### src/rtl/frogger_pkg.sv
// frogger_pkg: shared types and constants for the frogger game blocks.
//   dir_t        : frog facing / hop direction (0 UP, 1 DOWN, 2 LEFT, 3 RIGHT)
//   move_state_t : frog movement FSM states
//   key_dec_t    : decoded keycode (valid flag + direction)
//   KEY_*        : USB HID keycodes for WASD and arrow keys
//   decode_key   : maps one HID keycode byte to a key_dec_t
package frogger_pkg;

    typedef enum logic [1:0] {
        UP    = 2'd0,
        DOWN  = 2'd1,
        LEFT  = 2'd2,
        RIGHT = 2'd3
    } dir_t;

    typedef enum logic [1:0] {
        IDLE = 2'd0,
        HOP  = 2'd1,
        DEAD = 2'd2
    } move_state_t;

    typedef struct packed {
        logic valid;
        dir_t dir;
    } key_dec_t;

    localparam logic [7:0] KEY_NONE        = 8'h00;
    localparam logic [7:0] KEY_W           = 8'h1A;
    localparam logic [7:0] KEY_A           = 8'h04;
    localparam logic [7:0] KEY_S           = 8'h16;
    localparam logic [7:0] KEY_D           = 8'h07;
    localparam logic [7:0] KEY_UP_ARROW    = 8'h52;
    localparam logic [7:0] KEY_LEFT_ARROW  = 8'h50;
    localparam logic [7:0] KEY_DOWN_ARROW  = 8'h51;
    localparam logic [7:0] KEY_RIGHT_ARROW = 8'h4F;

    // Unknown codes (including KEY_NONE) come back with valid = 0.
    function automatic key_dec_t decode_key(input logic [7:0] code);
        key_dec_t res;
        res.valid = 1'b1;
        res.dir   = UP;
        case (code)
            KEY_W, KEY_UP_ARROW:       res.dir = UP;
            KEY_S, KEY_DOWN_ARROW:     res.dir = DOWN;
            KEY_A, KEY_LEFT_ARROW:     res.dir = LEFT;
            KEY_D, KEY_RIGHT_ARROW:    res.dir = RIGHT;
            default:                   res.valid = 1'b0;
        endcase
        return res;
    endfunction

endpackage

### src/rtl/frame_tick_sync.sv
// frame_tick_sync: brings an asynchronous frame strobe (VGA_VS) into the Clk domain and
// produces a single-Clk pulse per rising edge.
//   Clk      in  system clock
//   Reset    in  synchronous, active-high reset
//   async_in in  asynchronous level (e.g. VGA_VS)
//   tick     out registered 1-Clk pulse, 3 Clk after the async_in rise
module frame_tick_sync (
    input  logic Clk,
    input  logic Reset,
    input  logic async_in,
    output logic tick
);

    logic sync1, sync2, sync_prev;

    always_ff @(posedge Clk) begin
        if (Reset) begin
            sync1     <= 1'b0;
            sync2     <= 1'b0;
            sync_prev <= 1'b0;
            tick      <= 1'b0;
        end else begin
            sync1     <= async_in;
            sync2     <= sync1;
            sync_prev <= sync2;
            // Edge detect on the synchronized level only, so input glitches between
            // Clk edges can never produce a second pulse for one frame.
            tick      <= sync2 & ~sync_prev;
        end
    end

endmodule

### src/rtl/frog_move_ctrl.sv
// frog_move_ctrl: turns NIOS USB keycodes into discrete frog hops, paced by frame ticks.
// Owns frog position, facing, hop animation and death/respawn timing.
//   Clk       in  system clock
//   Reset     in  synchronous, active-high reset
//   frame_clk in  VGA_VS, asynchronous; rising edge = new frame
//   keycode   in  [7:0] first HID key, [15:8] second HID key; 0x00 = none
//   hit       in  collision/drown, level-sensitive, sampled every Clk
//   frog_x    out frog X position (px, top-left)
//   frog_y    out frog Y position (px, top-left)
//   frog_dir  out facing: 0 UP, 1 DOWN, 2 LEFT, 3 RIGHT
//   hopping   out high while hopping
//   dead      out high while dead
//   hop_done  out 1-Clk pulse when a hop completes
module frog_move_ctrl #(
    parameter int unsigned START_X     = 304,
    parameter int unsigned START_Y     = 448,
    parameter int unsigned HOP_DIST    = 32,
    parameter int unsigned HOP_FRAMES  = 8,
    parameter int unsigned X_MIN       = 0,
    parameter int unsigned X_MAX       = 608,
    parameter int unsigned Y_MIN       = 32,
    parameter int unsigned Y_MAX       = 448,
    parameter int unsigned DEAD_FRAMES = 60
) (
    input  logic        Clk,
    input  logic        Reset,
    input  logic        frame_clk,
    input  logic [15:0] keycode,
    input  logic        hit,
    output logic [9:0]  frog_x,
    output logic [9:0]  frog_y,
    output logic [1:0]  frog_dir,
    output logic        hopping,
    output logic        dead,
    output logic        hop_done
);

    import frogger_pkg::*;

    localparam int unsigned CntMax = (DEAD_FRAMES > HOP_FRAMES) ? DEAD_FRAMES : HOP_FRAMES;
    localparam int unsigned CntW   = $clog2(CntMax + 1);

    localparam logic [9:0]      StartX   = 10'(START_X);
    localparam logic [9:0]      StartY   = 10'(START_Y);
    localparam logic [9:0]      Step     = 10'(HOP_DIST / HOP_FRAMES);
    localparam logic [10:0]     Hop11    = 11'(HOP_DIST);
    localparam logic [10:0]     XMin11   = 11'(X_MIN);
    localparam logic [10:0]     XMax11   = 11'(X_MAX);
    localparam logic [10:0]     YMin11   = 11'(Y_MIN);
    localparam logic [10:0]     YMax11   = 11'(Y_MAX);
    localparam logic [CntW-1:0] HopLast  = CntW'(HOP_FRAMES - 1);
    localparam logic [CntW-1:0] DeadLast = CntW'(DEAD_FRAMES - 1);

    logic tick;

    frame_tick_sync u_frame_tick_sync (
        .Clk      (Clk),
        .Reset    (Reset),
        .async_in (frame_clk),
        .tick     (tick)
    );

    move_state_t     state;
    dir_t            dir_q;
    logic [CntW-1:0] cnt;
    logic [CntW-1:0] cnt_inc;
    logic            prev_valid;
    dir_t            prev_dir;

    key_dec_t dec_lo, dec_hi, dec;
    logic     new_press;
    logic     in_bounds;
    dir_t     move_dir;
    logic [9:0] next_x, next_y;

    assign frog_dir = dir_q;
    assign cnt_inc  = cnt + CntW'(1);

    // Key decode and press-edge detection; low byte has priority.
    always_comb begin
        dec_lo    = decode_key(keycode[7:0]);
        dec_hi    = decode_key(keycode[15:8]);
        dec       = dec_lo.valid ? dec_lo : dec_hi;
        new_press = dec.valid && (!prev_valid || (prev_dir != dec.dir));
    end

    // Bounds check on the full hop target, done in 11 bits so nothing can wrap.
    always_comb begin
        in_bounds = 1'b0;
        case (dec.dir)
            UP:    in_bounds = {1'b0, frog_y} >= (YMin11 + Hop11);
            DOWN:  in_bounds = ({1'b0, frog_y} + Hop11) <= YMax11;
            LEFT:  in_bounds = {1'b0, frog_x} >= (XMin11 + Hop11);
            RIGHT: in_bounds = ({1'b0, frog_x} + Hop11) <= XMax11;
            default: in_bounds = 1'b0;
        endcase
    end

    // One animation step; the first step is taken on the tick that starts the hop.
    always_comb begin
        move_dir = (state == IDLE) ? dec.dir : dir_q;
        next_x   = frog_x;
        next_y   = frog_y;
        case (move_dir)
            UP:    next_y = frog_y - Step;
            DOWN:  next_y = frog_y + Step;
            LEFT:  next_x = frog_x - Step;
            RIGHT: next_x = frog_x + Step;
            default: ;
        endcase
    end

    always_ff @(posedge Clk) begin
        if (Reset) begin
            state      <= IDLE;
            frog_x     <= StartX;
            frog_y     <= StartY;
            dir_q      <= UP;
            hopping    <= 1'b0;
            dead       <= 1'b0;
            hop_done   <= 1'b0;
            cnt        <= '0;
            prev_valid <= 1'b0;
            prev_dir   <= UP;
        end else begin
            hop_done <= 1'b0;

            if (tick) begin
                prev_valid <= dec.valid;
                prev_dir   <= dec.dir;
            end

            // hit outranks tick: a hit on the completing tick kills the hop_done pulse.
            if (hit && (state != DEAD)) begin
                state   <= DEAD;
                dead    <= 1'b1;
                hopping <= 1'b0;
                cnt     <= '0;
            end else if (tick) begin
                case (state)
                    IDLE: begin
                        if (new_press) begin
                            dir_q <= dec.dir;
                            if (in_bounds) begin
                                frog_x  <= next_x;
                                frog_y  <= next_y;
                                cnt     <= '0;
                                hopping <= 1'b1;
                                state   <= HOP;
                            end
                        end
                    end
                    HOP: begin
                        frog_x <= next_x;
                        frog_y <= next_y;
                        cnt    <= cnt_inc;
                        if (cnt_inc == HopLast) begin
                            hopping  <= 1'b0;
                            hop_done <= 1'b1;
                            state    <= IDLE;
                        end
                    end
                    DEAD: begin
                        if (cnt == DeadLast) begin
                            frog_x <= StartX;
                            frog_y <= StartY;
                            dir_q  <= UP;
                            dead   <= 1'b0;
                            cnt    <= '0;
                            state  <= IDLE;
                        end else begin
                            cnt <= cnt_inc;
                        end
                    end
                    default: state <= IDLE;
                endcase
            end
        end
    end

endmodule

### config.mk
export PLATFORM = sky130hd
export DESIGN_NAME = frog_move_ctrl
export DESIGN_NICKNAME = d
export VERILOG_FILES = /design/src/rtl/frogger_pkg.sv /design/src/rtl/frame_tick_sync.sv /design/src/rtl/frog_move_ctrl.sv
export SDC_FILE = /design/constraint.sdc
export NUM_CORES = 1
export LEC_CHECK = 0
export ABC_AREA = 1
export BUFFER_PORTS_ARGS = -buffer_cell sky130_fd_sc_hd__buf_2
export CAP_MARGIN = 30
export CORE_MARGIN = 3
export CORE_UTILIZATION = 58
export CTS_CLUSTER_DIAMETER = 150
export DETAILED_ROUTE_END_ITERATION = 10
export GPL_TIMING_DRIVEN = 0
export PLACE_DENSITY = 0.81
export REMOVE_ABC_BUFFERS = 1
export SLEW_MARGIN = 20
export SYNTH_ARGS = -nofsm -noshare
export SYNTH_HDL_FRONTEND = slang
export SYNTH_HIERARCHICAL = 1
export SYNTH_SLANG_ARGS = --single-unit
### constraint.sdc
create_clock -name Clk -period 3.5 [get_ports Clk]
set_input_delay 0 -clock Clk [delete_from_list [all_inputs] [get_ports Clk]]
set_output_delay 0 -clock Clk [all_outputs]
set_load 0.1 [all_outputs]
==> qor.yml <==
cts_num_sinks: 36
dp_hpwl_um: 5410
drtAntennaViolNets: 0
synth-edff-count: 0
maxSlewHeadroom_pct: 60.3
required_ns: 3.75
cts_tree: "done"
num-nets-final: 609
synth_ff_type: "dfxtp_1"
hp-class: "in2reg"
num_rows: 26
fp.dieH_um: 79.9
finalHoldViolations: 0
area_delta_synth_final_pct: 11.1
yosysTopAreaCellShare_pct: 22.8
drive_gt1_share_pct: 15.7
antenna_found_initial: 0
fmax_ghz: 0.314
slowest_stage: "dfxtp_1"
antenna_cells: 0
hold_depth: 3
clk_pin_slew_ns: 0.08
ys.warnings.count: 6
grt_pass1_vias: 3025
drcViolationCount: 0
grt_pass1_wl_um: 12800
insertion_delay_ns: 0.31
drtIter0Drc: 172
synth.area.top_cells: "dfxtp_1 (23%), nand2_1 (16%), nor2_1 (11%), inv_1 (8.8%), ha_1 (8.3%)"
rsz0062_at_grt: "false"
async_flop_share_pct: 0
r2r_end: "frog_x[9]"
cts_root_buffer: "clkbuf_8"
cp-end-kind: "flip-flop"
min_to: "state[1]"
ir_worst_vdd_mv: 0.295
syn_inst: 527
design_power_total_w: 0.000944
crit_chain: "inv_1 -> ha_4 -> or2_2 -> a21boi_2 -> nand2_4 -> ha_1 -> a21oi_1 -> nand2_1 -> nand2_1 -> inv_1 -> or2_2 -> a21oi_1 -> nor2_1 -> o21ai_0 -> nand2_1 -> nand3_1 -> nand2_1 -> nor2_1 -> nor2_1 -> nor2_1"
status: "completed"
ys_seq_elements: 36
hp-start: "hit"
ff2ff_path_depth: 20
critical_path.top_delay_family: "simple AND/OR/NAND/NOR gates"
ios: 45
p_per_area_nw_per_um2: 268
crit_fanout: 9
p_leak_nw: 1.91
postRouteWirelength_um: 7350
crit_buf_inv: 2
tightestPinTransition_ns: 0.592
grt_usage_pct: 24.9
reg2reg_slack_ns: 0.31
clock_skew_ns: 0.0124
critPathKind: "reg2reg"
critPathLaunchType: "flip-flop"
slowest_delay_ns: 0.37
design.die.area_um2: 6380
port_buffers: 40
post_cts_buffers: 0
critPathArrivalTime_ns: 3.44
setup_viol: 0
cts_max_path_buffers: 2
initial_core_util_pct: 60.8
synth_area_um2: 3170
htreeDepth: 2
avgSynthCellArea_um2: 6.01
fillers: 520
core_um2: 5200
min_period_ns: 3.19
fin_crit_sh_pct: 91.0
slew_violations: 0
cts_buffers: 5
setup_tns_ns: 0
ys_seq_area_share_pct: 22.8
first_pass_iters: 5
overflow: 0
yosysMostFrequentCell: "nand2_1"
via_count: 3308
synth_area_leader_cell: "dfxtp_1"
timing.rr.start: "state[0]"
wl_per_cell_um: 11.5
via_per_inst: 5.19
drv_cap: 0
gp_congestion: 0.843
yosysUniqueCellTypes: 37
synth_commonest_cells: "nand2_1 (134), nor2_1 (90), inv_1 (74)"
grt_max_degree: 20
die_width_um: 79.9
==> cell type report <==
cell class              count  area, um^2  share of cell area [%]
clock inverters             3        23.8                   0.676
multi-input cells         397        2070                    58.9
inverters                  83         312                    8.86
well taps                  70        87.6                    2.49
repair buffers             43         230                    6.55
flip-flops and latches     36         722                    20.5
clock buffers               5        68.8                    1.96
==> how the worst max path moves through the flow <==
stage                     cells past startpoint  slack [ns]         to        start
after global routing                         20        0.04  frog_x[9]     state[0]
final                                        20        0.31  frog_x[9]     state[0]
after CTS                                    20        0.05  frog_x[9]     state[0]
after global placement                       19        0.23  frog_x[9]     state[0]
after detailed placement                     20        0.14  frog_x[9]     state[0]
after floorplan                              17        0.21  frog_x[9]  frog_dir[1]
==> metrics by stage <==
step	setup WS [ns]	util, %	hold slack, ns	std cells	area (um^2)
after detailed placement	0.143	64.7	0.211	626	3370
final	0.314	67.5	0.0244	637	3520
after floorplan	0.207	-	0.0691	516	3080
after global placement	0.227	64.7	0.206	626	3370
after CTS	0.0520	67.0	0.0237	637	3490
after global routing	0.0362	67.5	0.0494	637	3520
==> power by group <==
part | switching (W) | internal (W)
Combinational | 0.000150 | 0.0000564
Sequential | 0.00000585 | 0.000417
Clock | 0.000174 | 0.000141
Total | 0.000329 | 0.000614
==> metal layers <==
layer | global-route usage [%] | vias up | part of all wire [%]
li1 | - | 1722 | -
met4 | 6.93 | 0 | 1.4
met2 | 41.7 | 98 | 47
met5 | 0 | - | 0
met3 | 5.76 | 12 | 5.3
met1 | 32.0 | 1476 | 46
==> cell families (layout without fill, tap and decap cells) <==
kind of cell	Yosys count	count (layout)	share of synthesized area, %
other cells	1	4	0.118
compound gates	50	50	8.89
simple gates	316	316	44.6
xor+xnor	4	4	1.11
buf+inv	97	134	13.0
flops	36	36	22.8
fa+ha+maj	23	23	9.57
==> registers in the layout, indices dropped and copies added, names as in the netlist, 2 cells and up <==
register,cells
cnt,6
frog_dir,2
frog_x,8
frog_y,8
prev_dir,2
state,2
==> worst min-delay path, cell delays in order <==
cell,delay [ns]
buf_2,0.10
nand2_1,0.11
a21oi_1,0.08
==> cells in the final DEF, fill, tap and decap left out, types with 5 or more instances in the layout <==
| cell | synthesis | layout |
|---|---|---|
| clkbuf_8 | 0 | 5 |
| nand4_1 | 17 | 17 |
| ha_1 | 21 | 20 |
| inv_2 | 8 | 8 |
| nor2_2 | 10 | 10 |
| nor3_1 | 7 | 7 |
| nor2_1 | 90 | 90 |
| inv_1 | 74 | 74 |
| dfxtp_1 | 36 | 35 |
| nand2_2 | 6 | 7 |
| nand2_1 | 134 | 132 |
| buf_2 | 1 | 40 |
| o21ai_0 | 18 | 18 |
| nand3_1 | 38 | 38 |
| a21oi_1 | 25 | 25 |
==> repair_timing <==
item | 4_1_cts | 5_1_grt
setup endpoints to repair | 0 | 3
resized for setup | 0 | 7
hold endpoints to repair | 5 | 0
hold buffers | 3 | 0
(Power assumes the default switching activity.)
